### src/rtl/unidad_pc_pkg.sv
// Shared types and defaults for the program-counter unit and its target adder.
package pkg_unidad_pc;

    typedef enum logic {
        LIBRE   = 1'b0,
        CALCULO = 1'b1
    } estado_t;

    localparam int ANCHO_DEF      = 64;
    localparam int INCREMENTO_DEF = 4;
    localparam int DESPL_DEF      = 2;

    // Reset address trimmed to the datapath width so a wide default never leaks into high bits.
    function automatic logic [ANCHO_DEF-1:0] dir_reset_ajustada(
        input logic [ANCHO_DEF-1:0] dir,
        input int                   ancho
    );
        logic [ANCHO_DEF-1:0] mascara;
        mascara = '0;
        for (int i = 0; i < ANCHO_DEF; i++) begin
            if (i < ancho) mascara[i] = 1'b1;
        end
        return dir & mascara;
    endfunction

    localparam logic [ANCHO_DEF-1:0] DIR_RESET_DEF = dir_reset_ajustada('0, ANCHO_DEF);

endpackage

### src/rtl/unidad_pc_sumador_objetivo.sv
// Registered shift-and-add stage: suma = base + (offset << DESPL), with the unsigned carry-out.
module sumador_objetivo #(
    parameter int ANCHO = 64,
    parameter int DESPL = 2
) (
    input  logic             clk,
    input  logic             rst,
    input  logic             cargar,
    input  logic [ANCHO-1:0] base,
    input  logic [ANCHO-1:0] offset,
    output logic [ANCHO-1:0] suma,
    output logic             acarreo
);

    logic [ANCHO-1:0] desplazado;
    logic [ANCHO:0]   total;

    // Shifted-out offset bits are dropped; the extra sum bit carries the unsigned overflow.
    always_comb begin
        desplazado = offset << DESPL;
        total      = {1'b0, base} + {1'b0, desplazado};
    end

    always_ff @(posedge clk or posedge rst) begin
        if (rst) begin
            suma    <= '0;
            acarreo <= 1'b0;
        end else if (cargar) begin
            suma    <= total[ANCHO-1:0];
            acarreo <= total[ANCHO];
        end
    end

endmodule

### src/rtl/unidad_pc.sv
// Registered next-PC unit: sequential increment with stall, plus handshaked branch redirects.
module unidad_pc
    import pkg_unidad_pc::*;
#(
    parameter int               ANCHO      = ANCHO_DEF,
    parameter int               INCREMENTO = INCREMENTO_DEF,
    parameter int               DESPL      = DESPL_DEF,
    parameter logic [ANCHO-1:0] DIR_RESET  = ANCHO'(DIR_RESET_DEF)
) (
    input  logic             clk,
    input  logic             rst,
    input  logic             stall,
    input  logic             br_valid,
    output logic             br_ready,
    input  logic [ANCHO-1:0] br_base,
    input  logic [ANCHO-1:0] br_offset,
    output logic [ANCHO-1:0] pc,
    output logic             redireccion,
    output logic             desborde
);

    localparam logic [ANCHO-1:0] PASO = ANCHO'(INCREMENTO);

    estado_t          estado;
    estado_t          estado_sig;
    logic             aceptar;
    logic [ANCHO-1:0] objetivo;
    logic             acarreo;

    sumador_objetivo #(
        .ANCHO (ANCHO),
        .DESPL (DESPL)
    ) u_sumador (
        .clk     (clk),
        .rst     (rst),
        .cargar  (aceptar),
        .base    (br_base),
        .offset  (br_offset),
        .suma    (objetivo),
        .acarreo (acarreo)
    );

    always_ff @(posedge clk or posedge rst) begin
        if (rst) estado <= LIBRE;
        else     estado <= estado_sig;
    end

    // br_ready depends only on the state, so there is no path from br_valid back to br_ready.
    always_comb begin
        estado_sig = estado;
        br_ready   = 1'b0;
        aceptar    = 1'b0;
        case (estado)
            LIBRE: begin
                br_ready = 1'b1;
                if (br_valid) begin
                    aceptar    = 1'b1;
                    estado_sig = CALCULO;
                end
            end
            CALCULO: estado_sig = LIBRE;
            default: estado_sig = LIBRE;
        endcase
    end

    // A pending target load wins over both stall and the sequential increment.
    always_ff @(posedge clk or posedge rst) begin
        if (rst) begin
            pc          <= DIR_RESET;
            redireccion <= 1'b0;
            desborde    <= 1'b0;
        end else if (estado == CALCULO) begin
            pc          <= objetivo;
            desborde    <= acarreo;
            redireccion <= 1'b1;
        end else begin
            redireccion <= 1'b0;
            if (!stall) pc <= pc + PASO;
        end
    end

endmodule
### config.mk
export PLATFORM = sky130hd
export DESIGN_NAME = unidad_pc
export DESIGN_NICKNAME = d
export VERILOG_FILES = /design/src/rtl/unidad_pc_pkg.sv /design/src/rtl/unidad_pc_sumador_objetivo.sv /design/src/rtl/unidad_pc.sv
export SDC_FILE = /design/constraint.sdc
export NUM_CORES = 1
export LEC_CHECK = 0
export CAP_MARGIN = 15
export CELL_PAD_IN_SITES_DETAIL_PLACEMENT = 0
export CELL_PAD_IN_SITES_GLOBAL_PLACEMENT = 1
export CORE_MARGIN = 2
export CORE_UTILIZATION = 39
export DETAILED_ROUTE_END_ITERATION = 10
export PLACE_DENSITY_LB_ADDON = 0.1
export SYNTH_ARGS = -nofsm -noshare
export SYNTH_HDL_FRONTEND = slang
export SYNTH_SLANG_ARGS = --single-unit
### constraint.sdc
create_clock -name clk -period 6.6 [get_ports clk]
set_input_delay 1.98 -clock clk [delete_from_list [all_inputs] [get_ports clk]]
set_output_delay 1.98 -clock clk [all_outputs]
set_load 0.02 [all_outputs]
# Word level (Yosys, flattened, before mapping)
# Cells that the tools add are included.
# word_totals
ff_bits	132
in_bits	132
output_inout_bits	67
word_cells	17
# op_classes
add_sub_neg	2
n_eq_ne	1
muxes	7
n_bitwise	1
# op_table
op	n
$mux W64	2
$add A64 B64 Y65	1
$add A64 B3 Y64 const B	1
$mux W1	4
$ne A2 B1 Y1 const B	1
$pmux W1 S2	1
$not A1 Y1	1

# Longest topological paths before layout
# depth
word_depth	3
depth_mapped	13
depth_no_buf	12

# Modules after synthesis
# Synthesis repeated with hierarchy kept, for this count alone.
# hier_totals
cells_unflattened	1155
area_unflattened_um2	9977.1
# modules_own_cells
module	n_inst	cells_each	area_each_um2	seq_area_each_um2
sumador_objetivo	1	723	6204.7	1626.6
unidad_pc	1	432	3772.4	1676.6

# Worst setup path after synthesis
# No wires, ideal clock.
# synth_path
path_kind	input-to-reg
startpoint	in br_base[2]
endpoint	reg u_sumador.suma[48]
arrival_time_ns	4.524
t_required_ns	6.468
path_slack_ns	1.944
cell_stages	12
n_path_buf	0
path_cell_list	ha_1 fa_1 a211oi_1 o21ai_2 o21ai_2 o21a_1 o21ai_1 a211o_1 a211oi_2 o21ai_1 a211oi_1 o31ai_1
# synth_via
elab_chain_len	1
# synth_rtl
item	line	text
from (decl)	unidad_pc.sv:15	input logic [ANCHO-1:0] br_base,
$add A64 B64 Y65	unidad_pc_sumador_objetivo.sv:21	total = {1'b0, base} + {1'b0, desplazado};
to (signal assigned)	unidad_pc_sumador_objetivo.sv:29	suma <= total[ANCHO-1:0];
to (decl)	unidad_pc_sumador_objetivo.sv:11	output logic [ANCHO-1:0] suma,
# Every way passes these cells.
# A chain may end at the register's enable or synchronous reset.

# Worst setup path after layout
# Ends and elaborated chain as after synthesis.

==> flow_summary.toml <==
[critical_path]
cp-start-kind = "primary input"
critPathTopFamily = "compound AO/OA/AOI/OAI gates"
reg2reg_depth = 6
worstPathCellList = "clkdlybuf4s50_1, ha_1, fa_1, a211oi_1, o21ai_2, o21ai_2, o21a_1, o21ai_1, a211o_1, a211oi_2, o21ai_1, a211oi_1, o31ai_1"
critical_path_required_ns = 6.88
critPathMaxStageDelay_ns = 0.45
r2r_setup_slack_ns = 3.68
regToRegStartpoint = "estado$_DFF_PP0_"
worst-path-max-fanout = 5
endpoint = "u_sumador.suma[48]$_DFFE_PP0P_"
slowest_stage = "fa_1"
critPathCaptureType = "register"
path_buf_inv = 1
reg2reg_to = "u_sumador.suma[63]$_DFFE_PP0P_"
cp.arrival_ns = 5.60
worst-path-stages = 13
startpoint = "br_base[2]"
path_class = "in -> reg"

[finish]
drive_gt1_share_pct = 5.72
layout.nets = 1477
seq_area_sq_mm = 0.00331
n_fill_cell = 2349
multi_input_area_sq_mm = 0.00578
area_delta_synth_final_pct = 29.3
antenna_cells = 0

[pwr]
p_int_w = 0.00205
p_sw_share_pct = 34.8
p_per_area_mw_per_mm2 = 258
leakagePower_nw = 5.07
vdd_ir_drop_max_mv = 0.172
share_clk_of_total_power_pct = 29.2
power.switching_w = 0.00109
comb_power_share_pct = 33.5
seqPwrFrac_pct = 37.3

[timing]
rsz0062_at_grt = "no"
fin_skew_ns = 0.0137
setup_slack_ns = 1.29
final_hold_viol_count = 0
fmax_mhz = 188
tightest_slew_ns = 0.740
finalCritPeriodShare_pct = 80.5
timing.final.max_slew_violations = 0
setup_tns_ns = 0
fin_crit_ns = 5.31
setup_viol_count_final = 0
relSlewSlack_pct = 50.3

[yosys]
ys_seq_area_share_pct = 35.1
syn_inst = 1113
yosysWarnings = 0
ys.flop_type = "dfrtp_1"
synth_cell_types = 81
ys_ff_latch = 132
async_reset_ff_share_pct = 100
synth_area_leaders = "dfrtp_1, ha_1, nand2_1"
yosysTopAreaCell = "dfrtp_1"
synth_top_cell_area_share_pct = 35.1
syn-num-nets = 1309
synth-edff-count = 0
avgSynthCellArea_sq_um = 8.45
syn-cell-area_sq_mm = 0.00940

[die]
die_width_um = 159
die_area_sq_mm = 0.0254
start_util_pct = 39.9
dieHeight_um = 159
ios = 199
rows = 56
core-area_sq_mm = 0.0235

[cts]
holdBufCountCts = 0
cts_made_buffers = 17
cts_sinks = 132
postCtsSetupRepairBufs = 0
clkTransAtPathRegs_ns = 0.06
htree_num_levels = 4
clock_latency_ns = 0.42
tritoncts = "built"
cts_root_buf = "clkbuf_16"
cts.path.max_buffers = 2
cts.repair.resized = 0

[routing]
route.antenna.remaining_nets = 0
dr_total_vias = 8435
drc_errors = 0
routed_wl_mm = 25.3
drt-pass1-iter-count = 5
wl_per_cell_um = 15.7
via_per_inst = 5.23
first_iter_violations = 469

[global_route]
antenna_found_initial = 0
grt_start_max_net_pins = 79
grt_first_pass_wirelength_mm = 41.7
grt_pass1_vias = 8176
gr-total-overflow = 0
grt_use_total_pct = 20.0

[outcome]
status = "complete, no violations"

[placement]
portBuffers = 196
dpl_worst_slack_ns = 0.870
gp_congestion = 0.865
dpl.hpwl_mm = 19.4

[flow_run]
cap_violations = 0

[min_path]
hold_class = "reg -> reg"
## power groups by stage
stage | logic, W | registers, W | clock network (W)
after floorplan | 0.000526 | 0.00126 | 0
after global placement | 0.00105 | 0.00118 | 0
after detailed placement | 0.00105 | 0.00118 | 0
after CTS | 0.00106 | 0.00117 | 0.000937
after global routing | 0.00116 | 0.00120 | 0.000973
final | 0.00105 | 0.00117 | 0.000916
## final cells by class
class / count / share of cell area, %
inverters: 21 / 0.669
clock inverters: 10 / 0.813
multi-input cells: 909 / 47.6
clock buffers: 21 / 3.95
flip-flops and latches: 132 / 27.2
well taps: 319 / 3.28
repair buffers: 200 / 16.5
## routing by layer
layer	vias up	routed length (um)	global-route usage, %
met3	19	1210	4.09
li1	4316	-	-
met1	3892	12500	28.2
met5	-	0	0
met4	0	308	5.29
met2	208	11300	31.4
## cell usage after synthesis (all sizes together) (7+ instances only)
| cell | number |
|---|---|
| nand2 | 205 |
| a211oi | 11 |
| dfrtp | 132 |
| o211ai | 7 |
| inv | 20 |
| nand3 | 32 |
| xnor2 | 45 |
| nor3 | 12 |
| o21ai | 151 |
| a21o | 38 |
| and2 | 9 |
| clkbuf | 34 |
| o21bai | 7 |
| buf | 17 |
| xor2 | 66 |
| o31ai | 8 |
| and3 | 14 |
| ha | 63 |
| nor2 | 53 |
| a21oi | 68 |
| nand4 | 39 |
## layout by cell type, fill, tap and decap left out, types with 5 or more instances in the layout
cell,Yosys,routed
nand2_1,203,202
clkdlybuf4s50_1,0,196
o21ai_0,133,133
dfrtp_1,132,131
a21oi_1,68,68
xor2_1,66,66
ha_1,63,63
nor2_1,50,50
xnor2_1,45,45
nand4_1,37,37
a21o_1,37,37
nand3_1,32,32
inv_1,20,19
clkbuf_16,0,17
and3_1,14,14
o21ai_1,13,13
nor3_1,10,10
and2_1,8,8
a211oi_1,8,8
o31ai_1,8,8
o21bai_1,7,7
and4_1,6,6
nand2b_1,5,5
o21ai_2,5,5
o211ai_1,5,5
a31oi_1,5,5
clkinvlp_4,0,5
## worst min path at each step
stage | startpoint | endpoint | depth (start not counted)
CTS | u_sumador.suma[1]$_DFFE_PP0P_ | u_sumador.suma[1]$_DFFE_PP0P_ | 2
global placement | u_sumador.suma[1]$_DFFE_PP0P_ | u_sumador.suma[1]$_DFFE_PP0P_ | 2
detailed placement | u_sumador.suma[1]$_DFFE_PP0P_ | u_sumador.suma[1]$_DFFE_PP0P_ | 2
global route | u_sumador.suma[36]$_DFFE_PP0P_ | pc[36]$_DFFE_PP0N_ | 2
finish | u_sumador.suma[11]$_DFFE_PP0P_ | pc[11]$_DFFE_PP0N_ | 2
floorplan | estado$_DFF_PP0_ | redireccion$_DFF_PP0_ | 0
## registers in the layout (all words and copies together), names as in the netlist
signal	flops
u_sumador.acarreo	1
estado	1
desborde	1
redireccion	1
u_sumador.suma	64
pc	64
## cells by family (layout without fill, tap and decap cells)
family | after synthesis | in the layout | synth area share, %
multiplexers | 5 | 5 | 0.572
AO/OA/AOI/OAI | 333 | 333 | 22.0
flip-flops | 132 | 132 | 35.1
buffers and inverters | 72 | 252 | 3.45
AND/OR/NAND/NOR | 396 | 396 | 19.9
adder cells (fa/ha/maj) | 64 | 64 | 8.60
XOR/XNOR | 111 | 111 | 10.3
## metrics by stage
| stage | hold slack, ns | instances | utilization (%) | area, sq um | total power, W |
|---|---|---|---|---|---|
| 6_report | 0.476 | 1612 | 51.6 | 12200 | 0.00314 |
| 5_1_grt | 0.500 | 1612 | 51.6 | 12200 | 0.00333 |
| 4_1_cts | 0.479 | 1612 | 51.6 | 12200 | 0.00317 |
| 3_5_place_dp | 0.464 | 1581 | 49.2 | 11600 | 0.00224 |
| 3_3_place_gp | 0.455 | 1581 | 49.2 | 11600 | 0.00223 |
| 2_1_floorplan | 0.372 | 1113 | - | 9400 | 0.00178 |
## worst min-delay path, delay by kind of cell (launching register included)
family             cells  cell delay [ns]
AOI/OAI and AO/OA      1             0.06
DFF                    1             0.34
and+or+nand+nor        1             0.05
(Power assumes the default switching activity.)
